### src/rtl/cmd_burst_ram.sv
// ============================================================================
// Module   : cmd_burst_ram
// Brief    : Command-driven single-port RAM with auto-increment pointers and
//            a backpressured read-data output queue.
// Revision : 1.0
// ============================================================================
`default_nettype none

module cmd_burst_ram #(
    parameter int MEM_WIDTH  = 8,
    parameter int MEM_DEPTH  = 256,
    parameter int ADDR_WIDTH = $clog2(MEM_DEPTH),
    parameter int AUTO_INC   = 1,
    parameter int OUT_DEPTH  = 4
) (
    input  logic                 clk,
    input  logic                 a_rst_n,
    input  logic [MEM_WIDTH+1:0] din,
    input  logic                 rx_valid,
    output logic                 rx_ready,
    output logic [MEM_WIDTH-1:0] dout,
    output logic                 tx_valid,
    input  logic                 tx_ready,
    output logic                 addr_err
);

    localparam int                    C_QAW       = $clog2(OUT_DEPTH);
    localparam logic [MEM_WIDTH:0]    C_DEPTH_EXT = (MEM_WIDTH+1)'(MEM_DEPTH);
    localparam logic [ADDR_WIDTH-1:0] C_LAST      = ADDR_WIDTH'(MEM_DEPTH - 1);
    localparam logic [C_QAW+1:0]      C_OUT_DEPTH = (C_QAW+2)'(OUT_DEPTH);
    localparam logic [1:0]            C_OP_SETW   = 2'b00;
    localparam logic [1:0]            C_OP_WRITE  = 2'b01;
    localparam logic [1:0]            C_OP_SETR   = 2'b10;
    localparam logic [1:0]            C_OP_READ   = 2'b11;

    if (MEM_WIDTH < ADDR_WIDTH) begin : g_width_check
        $error("cmd_burst_ram: MEM_WIDTH must be >= ADDR_WIDTH");
    end
    if ((OUT_DEPTH < 2) || ((1 << C_QAW) != OUT_DEPTH)) begin : g_outq_check
        $error("cmd_burst_ram: OUT_DEPTH must be a power of two >= 2");
    end

    logic [MEM_WIDTH-1:0]  mem [MEM_DEPTH];
    logic [MEM_WIDTH-1:0]  q_mem [OUT_DEPTH];

    logic [ADDR_WIDTH-1:0] wptr_q, wptr_d, rptr_q, rptr_d;
    logic                  addr_err_q, addr_err_d;
    logic                  rd_valid_q;
    logic [MEM_WIDTH-1:0]  rd_data_q;
    logic [C_QAW-1:0]      q_wr_q, q_rd_q;
    logic [C_QAW:0]        q_cnt_q;

    logic [1:0]            w_op;
    logic [MEM_WIDTH-1:0]  w_pl;
    logic                  w_accept, w_pl_bad, w_mem_we, w_rd_req, w_push, w_pop;
    logic [C_QAW+1:0]      w_occ;

    function automatic logic [ADDR_WIDTH-1:0] f_adv(input logic [ADDR_WIDTH-1:0] p);
        if (AUTO_INC == 0) return p;
        return (p == C_LAST) ? '0 : p + ADDR_WIDTH'(1);
    endfunction

    assign w_op     = din[MEM_WIDTH+1:MEM_WIDTH];
    assign w_pl     = din[MEM_WIDTH-1:0];
    assign w_accept = rx_valid && rx_ready;
    assign w_pl_bad = ({1'b0, w_pl} >= C_DEPTH_EXT);

    always_comb begin
        wptr_d     = wptr_q;
        rptr_d     = rptr_q;
        addr_err_d = 1'b0;
        w_mem_we   = 1'b0;
        w_rd_req   = 1'b0;
        if (w_accept) begin
            case (w_op)
                C_OP_SETW: begin
                    if (w_pl_bad) addr_err_d = 1'b1;
                    else          wptr_d     = w_pl[ADDR_WIDTH-1:0];
                end
                C_OP_WRITE: begin
                    w_mem_we = 1'b1;
                    wptr_d   = f_adv(wptr_q);
                end
                C_OP_SETR: begin
                    if (w_pl_bad) addr_err_d = 1'b1;
                    else          rptr_d     = w_pl[ADDR_WIDTH-1:0];
                end
                C_OP_READ: begin
                    w_rd_req = 1'b1;
                    rptr_d   = f_adv(rptr_q);
                end
                default: ;
            endcase
        end
    end

    always_ff @(posedge clk or negedge a_rst_n) begin
        if (!a_rst_n) begin
            wptr_q     <= '0;
            rptr_q     <= '0;
            addr_err_q <= 1'b0;
            rd_valid_q <= 1'b0;
        end else begin
            wptr_q     <= wptr_d;
            rptr_q     <= rptr_d;
            addr_err_q <= addr_err_d;
            rd_valid_q <= w_rd_req;
        end
    end

    // Storage arrays carry no reset; validity is tracked by the pointer/count state.
    always_ff @(posedge clk) begin
        if (w_mem_we) mem[wptr_q] <= w_pl;
        if (w_rd_req) rd_data_q   <= mem[rptr_q];
        if (w_push)   q_mem[q_wr_q] <= rd_data_q;
    end

    assign w_push = rd_valid_q;
    assign w_pop  = tx_valid && tx_ready;

    always_ff @(posedge clk or negedge a_rst_n) begin
        if (!a_rst_n) begin
            q_wr_q  <= '0;
            q_rd_q  <= '0;
            q_cnt_q <= '0;
        end else begin
            if (w_push) q_wr_q <= q_wr_q + C_QAW'(1);
            if (w_pop)  q_rd_q <= q_rd_q + C_QAW'(1);
            case ({w_push, w_pop})
                2'b10:   q_cnt_q <= q_cnt_q + (C_QAW+1)'(1);
                2'b01:   q_cnt_q <= q_cnt_q - (C_QAW+1)'(1);
                default: q_cnt_q <= q_cnt_q;
            endcase
        end
    end

    // A read in flight reserves its queue slot so the push can never overflow.
    assign w_occ    = {1'b0, q_cnt_q} + {{(C_QAW+1){1'b0}}, rd_valid_q};
    assign rx_ready = (w_occ < C_OUT_DEPTH);
    assign tx_valid = (q_cnt_q != '0);
    assign dout     = tx_valid ? q_mem[q_rd_q] : '0;
    assign addr_err = addr_err_q;

endmodule

`default_nettype wire

### config.mk
export PLATFORM = sky130hd
export DESIGN_NAME = cmd_burst_ram
export DESIGN_NICKNAME = d
export VERILOG_FILES = /design/src/rtl/cmd_burst_ram.sv
export SDC_FILE = /design/constraint.sdc
export NUM_CORES = 2
export LEC_CHECK = 0
export CAP_MARGIN = 5
export CORE_ASPECT_RATIO = 2
export CORE_MARGIN = 5
export CORE_UTILIZATION = 45
export CTS_BUF_LIST = sky130_fd_sc_hd__clkbuf_8
export DETAILED_ROUTE_END_ITERATION = 16
export GPL_ROUTABILITY_DRIVEN = 0
export PLACE_DENSITY_LB_ADDON = 0.05
export SYNTH_ARGS = -nofsm -noshare
export SYNTH_HDL_FRONTEND = slang
export SYNTH_SLANG_ARGS = --single-unit
### constraint.sdc
create_clock -name clk -period 5.75 [get_ports clk]
set_input_delay 1.15 -clock clk [delete_from_list [all_inputs] [get_ports clk]]
set_output_delay 1.15 -clock clk [all_outputs]
set_load 0.05 [all_outputs]
==> reports/metrics.cfg <==
[floorplanning]
fp.dieArea_sq_mm = 0.1934
io_pins = 25
initial_core_util_pct = 45.28
die_y_microns = 616.9
num_rows = 222
core_area_sq_mm = 0.1830
die_w_microns = 313.5

[timing]
rsz0062_at_grt = no
slew_headroom_pct = 9.863
period_share_pct = 75.29
finalMaxSlewViolations = 0
finalSetupViolations = 0
tightest_slew_ns = 1.352
hold_viol = 0
skew_ns = 0.04300
finalCriticalPeriod_ns = 4.329
fmax_mhz = 231.0
setup_tns_ns = 0

[setup_path]
crit_chain = nor2b_2, buf_4, a221oi_1, o21ai_0, and2_0, a221oi_1, o32ai_1, nor4_1
critical_path.slowest_cell = dfrtp_4
cp_common_cell = a221oi_1
path_class = reg2reg
critPathLaunchType = flop
critical_path.endpoint_type = flop
crit_fanout = 41
required_ns = 6.35
critPathArrivalTime_ns = 4.93
slowest_delay_ns = 1.05

[final_layout]
mostFrequentLayoutCells = edfxtp_1 (2,088), mux4_2 (376), clkbuf_8 (315)
regArea_sq_mm = 0.06332
mostFrequentLayoutCell = edfxtp_1
final_util_pct = 50.17
multi_input_area_sq_mm = 0.01792
instances_no_fill = 6939
final_nets = 4386
syn2layout_area_growth_pct = 10.81
drive_above_1_share_pct = 21.71
nFillCells = 14860

[run_status]
status = finished, final reports clean

[synthesis]
ys_ff_latch = 2112
synth.top_cell.area_share_pct = 75.65
ys_seq_area_share_pct = 76.38
synth_area_sq_mm = 0.08288
synth.avg_cell_area_sq_um = 20.24
syn_nets = 4120
synthDistinctLibCells = 76
synth_top_area_cell = edfxtp_1
postSynth.asyncResetShare_pct = 1.136
synth-edff-count = 2088
syn_inst = 4095
yosys_warnings = 0
ys.flop_type = edfxtp_1
synth.area.top_cells = edfxtp_1 (76%), mux4_2 (10%), mux2i_1 (3.1%), nor2_1 (1.3%), mux4_1 (1.1%)

[routing]
routed_wl_microns = 270600
vias_per_cell = 6.182
routedWlPerCell_microns = 39.00
dr.pass1.iters = 8
antenna_left = 0
drc = 0
initialDrtViolationCount = 4525
vias = 42900

[placed_design]
dp_hpwl_microns = 175000
port_buffers = 23
dp_cells = 6409

[cts]
post_cts_buffers = 0
clkLatencyLatePin_ns = 0.93
cts_root_buffer = clkbuf_8
clk_pin_slew_ns = 0.07
cts_max_level = 5
cts_buffers = 302
clk_path_buf_depth = 4
holdBufCountCts = 0
cts.sinks = 2112
cts_tree = built
cts_resized = 0

[grt]
overflow = 0
grt_max_degree = 97
grt_pass1_vias = 45710
antenna_found_initial = 9
track_usage_pct = 27.71
grt_pass1_wl_microns = 372100

[worst_hold_path]
hold_class = reg2reg

[power_and_ir_drop]
ir_drop_mv = 0.2399
power.leakage_nw = 28.72
total_power_w = 0.04122
power_density_mw_per_mm2 = 448.9

[run]
drv.max_cap_violation_count = 0

## worst max-delay path, delay by kind of cell (launching register included)
family	cells	cell delay, ns
AO/OA/AOI/OAI	4	1.38
AND/OR/NAND/NOR	3	1.16
flip-flops	1	1.05
buffers and inverters	1	0.40
## cell usage after synthesis, types with 5 or more instances
library cell and count:
a2111oi_0 7, a211oi_1 24, a21oi_1 67, a221oi_1 52, a22o_1 10, a22oi_1 63
a31oi_1 15, a32oi_1 7, and2_1 21, and3_1 11, buf_1 11, buf_12 12
buf_2 69, buf_4 22, buf_6 19, buf_8 15, clkbuf_1 98, clkbuf_8 5
dfrtp_1 24, edfxtp_1 2088, ha_1 10, inv_1 15, mux2i_1 258, mux4_1 36
mux4_2 376, nand2_1 139, nand3_1 34, nor2_1 294, nor2b_1 17, nor3_1 14
nor4_1 8, o211ai_1 9, o21ai_0 82, o221ai_1 39, o22ai_1 41
## cell type report
type / count / area share (%)
Antenna cell: 3 / 0.008174
Clock buffer: 311 / 4.661
Clock inverter: 216 / 1.219
Inverter: 19 / 0.08038
Multi-Input combinational cell: 1710 / 19.51
Sequential cell: 2112 / 68.95
Tap cell: 2352 / 3.204
Timing Repair Buffer: 216 / 2.371
## path summary, 6_finish.rpt
kind,slack (ns),depth (start not counted),startpoint,to
hold / removal,0.49,1,q_cnt_q[2],q_cnt_q[2]
min in group asynchronous,0.64,2,a_rst_n,q_cnt_q[1]
max in group asynchronous,4.77,2,a_rst_n,rptr_q[0]
setup reg to reg,1.42,8,rptr_q[2],rd_data_q[6]
setup / recovery,1.42,8,rptr_q[2],rd_data_q[6]
hold reg to reg,0.49,1,q_cnt_q[2],q_cnt_q[2]
## state kept, by name, indices dropped and copies added, names as in the netlist
name        flops
rptr_q          8
rd_valid_q      1
rd_data_q       8
q_cnt_q         3
q_wr_q          2
mem          2048
q_mem          32
wptr_q          8
q_rd_q          2
## where the power goes
part	switching (W)	internal, W
clock	0.00578	0.00536
sequential	0.000428	0.0171
combinational	0.00807	0.00451
## cells by family (layout without fill, tap and decap cells)
logic type      count (synthesis)  in the layout  synth area share, %
flops                        2112           2112                76.38
buf+inv                       273            762                2.129
mux                           673            673                14.52
fa+ha+maj                      11             11               0.1751
simple gates                  560            560                2.870
compound gates                459            459                3.868
xor+xnor                        6              6              0.06340
other cells                     1              4             0.004525
## stage by stage
stage	area, sq um	worst slack (ns)	hold WS, ns
floorplan	82880	2.557	0.4554
global placement	86430	1.351	0.4784
detailed placement	86430	1.340	0.4764
CTS	91830	1.352	0.4881
global route	91840	1.351	0.5089
finish	91840	1.421	0.4870
## per-layer routing
| metal | GRT usage [%] | share of wire [%] | vias to the layer above |
|---|---|---|---|
| met5 | 0 | 0.011 | - |
| met4 | 14.02 | 6.2 | 4 |
| met3 | 3.700 | 5.0 | 548 |
| met2 | 51.48 | 55 | 1774 |
| met1 | 31.04 | 34 | 23090 |
| li1 | - | - | 17480 |
Note: power is estimated with default switching activity, not from simulation.
